## src/rtl/merge4_pkg.sv

```systemverilog
// Shared definitions for the 4:1 round-robin merge: channel count, default
// data width and the 2-bit channel index type used for ptr and out_sel.
package merge4_pkg;

  localparam int NUM_CH    = 4;
  localparam int DEF_WIDTH = 8;

  typedef logic [1:0] ch_idx_t;

  // Round-robin successor; 3 wraps to 0 through the 2-bit type.
  function automatic ch_idx_t next_ch(input ch_idx_t c);
    return c + ch_idx_t'(1);
  endfunction

endpackage

```

## src/rtl/rr_arb4.sv

```systemverilog
// Combinational round-robin arbiter: searches req upward from ptr (mod 4)
// and grants the first requester as one-hot, encoded index and any-flag.
module rr_arb4
  import merge4_pkg::*;
(
  input  logic [NUM_CH-1:0] req,
  input  ch_idx_t           ptr,
  output logic [NUM_CH-1:0] grant,
  output ch_idx_t           idx,
  output logic              any
);

  // NOTE: every output gets a default before the search loop so no path
  // leaves a signal unassigned, which would infer a latch.
  always_comb begin
    grant = '0;
    idx   = '0;
    any   = 1'b0;
    // Walk from the farthest offset down to ptr itself so the nearest
    // requester is the last to overwrite idx and therefore wins.
    for (int k = NUM_CH - 1; k >= 0; k--) begin
      if (req[ptr + ch_idx_t'(k)]) begin
        idx = ptr + ch_idx_t'(k);
        any = 1'b1;
      end
    end
    if (any) grant[idx] = 1'b1;
  end

endmodule

```

## src/rtl/rr_merge4.sv

```systemverilog
// Four valid/ready sources merged round-robin into one registered sink.
// Holds the output register, the round-robin pointer and handshake gating.
module rr_merge4
  import merge4_pkg::*;
#(
  parameter int WIDTH = DEF_WIDTH
) (
  input  logic                    clk,
  input  logic                    rst_n,
  input  logic                    en,
  input  logic [NUM_CH-1:0]       in_valid,
  input  logic [NUM_CH*WIDTH-1:0] in_data,
  output logic [NUM_CH-1:0]       in_ready,
  output logic                    out_valid,
  output logic [WIDTH-1:0]        out_data,
  output logic [1:0]              out_sel,
  input  logic                    out_ready
);

  ch_idx_t           ptr_q, ptr_d;
  logic              out_valid_q, out_valid_d;
  logic [WIDTH-1:0]  out_data_q, out_data_d;
  ch_idx_t           out_sel_q, out_sel_d;

  logic [NUM_CH-1:0] arb_grant;
  ch_idx_t           arb_idx;
  logic              arb_any;
  logic              load_ok;
  logic              transfer;

  rr_arb4 u_arb (
    .req   (in_valid),
    .ptr   (ptr_q),
    .grant (arb_grant),
    .idx   (arb_idx),
    .any   (arb_any)
  );

  // rst_n gates the handshake so no channel sees ready while reset is held.
  assign load_ok  = !out_valid_q || out_ready;
  assign transfer = rst_n && en && load_ok && arb_any;
  assign in_ready = transfer ? arb_grant : '0;

  always_comb begin
    ptr_d       = ptr_q;
    out_valid_d = out_valid_q;
    out_data_d  = out_data_q;
    out_sel_d   = out_sel_q;
    if (transfer) begin
      ptr_d       = next_ch(arb_idx);
      out_valid_d = 1'b1;
      out_data_d  = in_data[arb_idx*WIDTH +: WIDTH];
      out_sel_d   = arb_idx;
    end else if (out_ready) begin
      out_valid_d = 1'b0;
    end
  end

  // NOTE: state registers use non-blocking assignments so every flop samples
  // the pre-edge values computed above, independent of statement order.
  always_ff @(posedge clk or negedge rst_n) begin
    if (!rst_n) begin
      ptr_q       <= '0;
      out_valid_q <= 1'b0;
      out_data_q  <= '0;
      out_sel_q   <= '0;
    end else begin
      ptr_q       <= ptr_d;
      out_valid_q <= out_valid_d;
      out_data_q  <= out_data_d;
      out_sel_q   <= out_sel_d;
    end
  end

  assign out_valid = out_valid_q;
  assign out_data  = out_data_q;
  assign out_sel   = out_sel_q;

endmodule

```

## config.mk

```make
export PLATFORM = sky130hd
export DESIGN_NAME = rr_merge4
export DESIGN_NICKNAME = d
export VERILOG_FILES = /design/src/rtl/merge4_pkg.sv /design/src/rtl/rr_arb4.sv /design/src/rtl/rr_merge4.sv
export SDC_FILE = /design/constraint.sdc
export NUM_CORES = 1
export LEC_CHECK = 0
export CORE_MARGIN = 2
export CORE_UTILIZATION = 59
export CTS_CLUSTER_DIAMETER = 200
export DETAILED_ROUTE_END_ITERATION = 12
export DONT_BUFFER_PORTS = 1
export PLACE_DENSITY = 0.75
export SLEW_MARGIN = 20
export SYNTH_ARGS = -nofsm -noshare
export SYNTH_HDL_FRONTEND = slang
export SYNTH_SLANG_ARGS = --single-unit
```

## constraint.sdc

```tcl
create_clock -name clk -period 1.68 [get_ports clk]
set_input_delay 0.252 -clock clk [delete_from_list [all_inputs] [get_ports clk]]
set_output_delay 0.252 -clock clk [all_outputs]
set_load 0.02 [all_outputs]
```

==> results of run 1 <==
-- state kept, by name, indices dropped and copies added, names as in the netlist --
signal	count
out_data	8
out_sel	2
ptr_q	2
out_valid	1
-- where the power goes --
part	internal [mW]	total [mW]	leakage, nW	switching [mW]
registers	0.439	0.669	0.160	0.231
logic	0.442	0.840	0.315	0.398
clock network	0.0923	0.196	0.0150	0.104
-- worst min path at each step --
| stage | end | start | cells after the start |
|---|---|---|---|
| 6_report | out_valid | out_ready | 2 |
| 5_1_grt | out_valid | out_ready | 2 |
| 4_1_cts | out_valid | out_ready | 2 |
| 3_5_place_dp | out_valid | rst_n | 0 |
| 3_3_place_gp | out_valid | rst_n | 0 |
| 2_1_floorplan | out_data[0] | rst_n | 0 |
-- final cells by class --
| type | count | area [um2] | area share (%) |
|---|---|---|---|
| multi-input combinational | 62 | 536 | 51.1 |
| timing repair buffer | 15 | 131 | 12.5 |
| tap | 15 | 18.8 | 1.79 |
| clock buffer | 4 | 26.3 | 2.51 |
| sequential | 13 | 325 | 31.0 |
| inverter | 3 | 11.3 | 1.07 |
-- critical path: stages (launching register included) --
cell	delay (ps)
dfrtp_1	430
a21oi_1	100
or3_4	340
o221a_4	140
nor4_4	130
buf_4	180
-- through the flow --
step           utilization (%)  area [um2]
6_report                  80.6        1050
5_1_grt                   80.6        1050
4_1_cts                   77.5        1010
3_5_place_dp              70.5         917
3_3_place_gp              70.5         917
2_1_floorplan                -         837
-- layout by cell type (no fill, tap or decap), types with 3 or more instances in the layout --
cell type  instances
nand2_1           13
dfrtp_1           13
o221ai_1           8
clkbuf_4           3
nor2_1             4
mux2i_1           14
buf_4             12
-- cell families (layout without fill, tap and decap cells) --
kind of cell           count (synthesis)  count (layout)  share of synthesized area [%]
flip-flops                            13              13                           39.4
buffers and inverters                  9              22                           6.36
AND/OR/NAND/NOR                       28              28                           15.9
XOR/XNOR                               1               1                           1.06
multiplexers                          16              16                           19.4
AO/OA/AOI/OAI                         17              17                           17.9
-- layer usage --
layer  vias up  track usage [%]
li1        341                -
met1       347             27.1
met2        40             50.3
met3         8             6.96
met4         0             9.68
met5         -                0
-- timing repair --
item	CTS	global route
hold buffers	1	0
hold endpoints to repair	13	0
setup endpoints to repair	4	15
pin swaps	10	5
resized for setup	8	7
buffers inserted	2	0
==> reports/qor.txt, run 1 <==
Max-Slew Margin vs Limit: 60.2%
met3 wire length: 185 um
DR WL/cell: 18.7 um
Final HPWL DP: 1480 um
PortBufs: 0
Area Overhead vs Synth: 27.0%
Synth Instances: 84
clock latency on the worst-skew pair: 280 ps
type of origin of the critical path: flop
vias per inst: 6.57
R2R depth: 7
layout net count: 138
CTS clk-pin slew, worst paths: 80 ps
dpl ws: -1.21 ps
top cells by count, synth: mux2i_1 (16), dfrtp_1 (13), nand2_1 (13)
fin worst setup slack: -172 ps
Fmax achieved: 0.540 GHz
CTS tree: built
Worst-Margin Slew: 594 ps
global-route wire length before repair: 3400 um
die width: 41.4 um
CTS max path bufs: 2
# clock sinks: 13
R2R Path End: out_data[6]
RePlAce Congestion: 0.753
fraction of layout cells with a size suffix above 1: 33.0%
Max Cap Viol: 0
worst setup path end: in_ready[0]
status: finished, violations left
r2r startpoint: ptr_q[0]
antenna violations before repair: 0
Syn Std Cell Area: 826 um2
r2r setup slk: -10 ps
placed insts: 105
fin crit period: 1850 ps
Core Region: 0.00130 mm2
RSZ-0062 raised after global routing: yes
metal2 WL: 1140 um
Period Utilization, post-route: 110%
Worst setup startpoint: ptr_q[1]
Synth Register Bits: 13
Power Total: 1.71 mW
H-tree Lvls: 1
Ys Warns: 0
cell taking the most area after synthesis: dfrtp_1
Main synth FF type: dfrtp_1
antenna cells: 0
sequential share of the synthesized area: 39.4%
standard-cell rows: 13
Total GRT Usage: 26.4%
crit path DAT: 1600 ps
post-synth net total: 124
antenna-violating nets left: 0
final std cells w/o fill: 112
critical path fanouts, max: 4
DRT Wirelength: 2090 um
CP Capture Type: output pin
EDFF count, synth: 0
Synth cell types: 26
clk root buf: clkbuf_4
worst hold path type: primary input to flop
Max Slew Vio Count: 0
Layout Skew: 0.579 ps
total gr overflow: 0
VDD IR max: 1.02 mV
Hold Violations, Final: 0
P per Cell Area: 1630 mW/mm2
I/O Pins: 55
required time worst endpoint: 1430 ps
largest net degree at the start of global routing: 14
static leakage: 0.490 nW
Synth top area share: 39.4%
count leader, synth: mux2i_1
Avg Inst Size Synth: 9.83 um2
Post-Route M1 WL: 715 um
Initial Util: 63.5%
Vias: 736
residual DRC count: 0
failing checks: setup timing
DR pass1 iterations: 4
Die H: 41.4 um
Starting DRT DRC Count: 10
hold_ws: 167 ps
final setup vio count: 6
setup TNS: -587 ps
top sig layer: met4
Num CTS Buffers: 3
Setup CP Type: flop to output pin
vias in the first global route: 745
top post-synthesis cells by area: dfrtp_1 (39%), mux2i_1 (19%), o221ai_1 (8.5%), nand2_1 (5.9%), buf_6 (2.7%)
Async SR Flop Fraction: 100%
fillers: 80
Die Area: 0.00171 mm2
(Power assumes the default switching activity.)
==> run 2, diff against run 1 <==
Settings changed: CORE_UTILIZATION 59 to 60, PLACE_DENSITY 0.75 to 0.76.
==> reports/qor.txt, run 2 (same netlist as run 1, synthesis figures left out) <==
status: finished, violations left
failing checks: setup timing
dpl cell area: 917 um2
Core Region: 0.00130 mm2
Vias: 727
Fmax achieved: 0.553 GHz
Worst-Margin Slew: 587 ps
Layout Skew: 0.445 ps
Initial Util: 63.5%
DR WL/cell: 17.7 um
Area Overhead vs Synth: 28.3%
storage element area: 325 um2
final setup vio count: 5
antenna-violating nets left: 0
CTS max path bufs: 2
residual DRC count: 0
Worst setup startpoint: ptr_q[0]
Final HPWL DP: 1440 um
type of origin of the critical path: flop
fraction of layout cells with a size suffix above 1: 35.0%
Max Slew Vio Count: 0
worst setup path end: in_ready[1]
WHS Path Cells: 2
Hold Violations, Final: 0
I/O Pins: 55
CP Capture Type: output pin
total gr overflow: 0
Max Cap Viol: 0
antenna violations before repair: 0
worst hold path type: primary input to flop
Num CTS Buffers: 3
clock latency on the worst-skew pair: 270 ps
most frequent cells in the layout: mux2i_1 (16), buf_4 (15), nand2_1 (13), dfrtp_1 (13), o221ai_1 (8)
crit path DAT: 1560 ps
standard-cell rows: 13
r2r startpoint: ptr_q[0]
fin worst setup slack: -130 ps
antenna cells: 0
Max-Slew Margin vs Limit: 60.8%
CP Buf/Inv Count: 2
die width: 41.1 um
CP Cell Sequence: inv_2 -> or3_4 -> o221a_4 -> nor3_2 -> buf_4
largest net degree at the start of global routing: 22
RePlAce Congestion: 0.662
# clock sinks: 13
PortBufs: 0
fillers: 87
Final Cell Area: 0.00106 mm2
P per Cell Area: 1610 mW/mm2
vias per inst: 6.32
required time worst endpoint: 1430 ps
hold_ws: 169 ps
critical path fanouts, max: 3
CTS tree: built
Starting DRT DRC Count: 7
Power Total: 1.71 mW
RSZ-0062 raised after global routing: yes
R2R depth: 7
vias in the first global route: 643
static leakage: 0.510 nW
multi-input logic area: 524 um2
delay-heaviest family, CP: simple AND/OR/NAND/NOR gates
Worst path max stage delay: 390 ps
Period Utilization, post-route: 108%
clk root buf: clkbuf_4
R2R Path End: out_data[7]
layout net count: 141
Setup CP Type: flop to output pin
Largest register FFs: 8
fin crit period: 1810 ps
Stages on worst setup path: 5
slowest CP cell: or3_4
VDD IR max: 1.01 mV
DRT Wirelength: 2030 um
H-tree Lvls: 1
placed insts: 105
r2r setup slk: -30 ps
global-route wire length before repair: 2820 um
Total GRT Usage: 26.4%
Die H: 41.1 um
CTS clk-pin slew, worst paths: 70 ps
DR pass1 iterations: 3
commonest non-fill, non-tap cell in the layout: mux2i_1
final std cells w/o fill: 115
Die Area: 0.00169 mm2
[run 2: cell types whose count changed in the layout (fill, tap and decap cells not counted), sizes merged]
cell  change
buf       +3
[run 2: worst reg2reg max path: cells and delay by family, from the launching register on]
kind                   cells  cell delay [ps]
muxes                      1              160
buffers and inverters      2              320
AOI/OAI and AO/OA          2              530
DFF                        1              370
and+or+nand+nor            2              170
[run 2: power breakdown]
| group | total [mW] | switching (mW) | internal [mW] | leakage (nW) |
|---|---|---|---|---|
| combinational | 0.858 | 0.407 | 0.451 | 0.335 |
| clock | 0.186 | 0.0937 | 0.0918 | 0.0150 |
| sequential | 0.662 | 0.223 | 0.439 | 0.160 |
[run 2: timing repair]
| action | 4_1_cts | 5_1_grt |
|---|---|---|
| gates resized for setup | 8 | 6 |
| hold endpoints to repair | 13 | 0 |
| buffers inserted | 5 | 0 |
| endpoints found under the setup margin | 5 | 13 |
| hold buffers | 1 | 0 |
| gates cloned | 0 | 0 |
| pin swaps | 3 | 6 |
[run 2: per-layer routing]
metal	track usage [%]	vias up	share of wire, %
li1	-	350	-
met5	0	-	0
met2	47.3	25	56
met1	30.7	350	36
met3	5.43	2	7.3
met4	9.68	0	0.59
[run 2: area by class of cell]
class,count,area share [%]
Timing Repair Buffer,18,14.5
Multi-Input combinational cell,62,49.5
Clock buffer,4,2.48
Inverter,3,1.06
Sequential cell,13,30.7
Tap cell,15,1.77
[run 2: how the worst min path moves through the flow]
stage                         start     endpoint
after global placement        rst_n    out_valid
after detailed placement      rst_n    out_valid
after floorplan               rst_n  out_data[0]
after CTS                 out_ready    out_valid
after global routing      out_ready    out_valid
final                     out_ready    out_valid
[run 2: through the flow]
step / TNS, ps / worst slack, ps / utilization, %
final: -475 / -130 / 81.4
after detailed placement: 0 / 3.71 / 70.5
after floorplan: -367 / -160 / -
after global placement: 0 / 54.7 / 70.5
after global routing: -1430 / -197 / 81.4
after CTS: -565 / -107 / 79.4
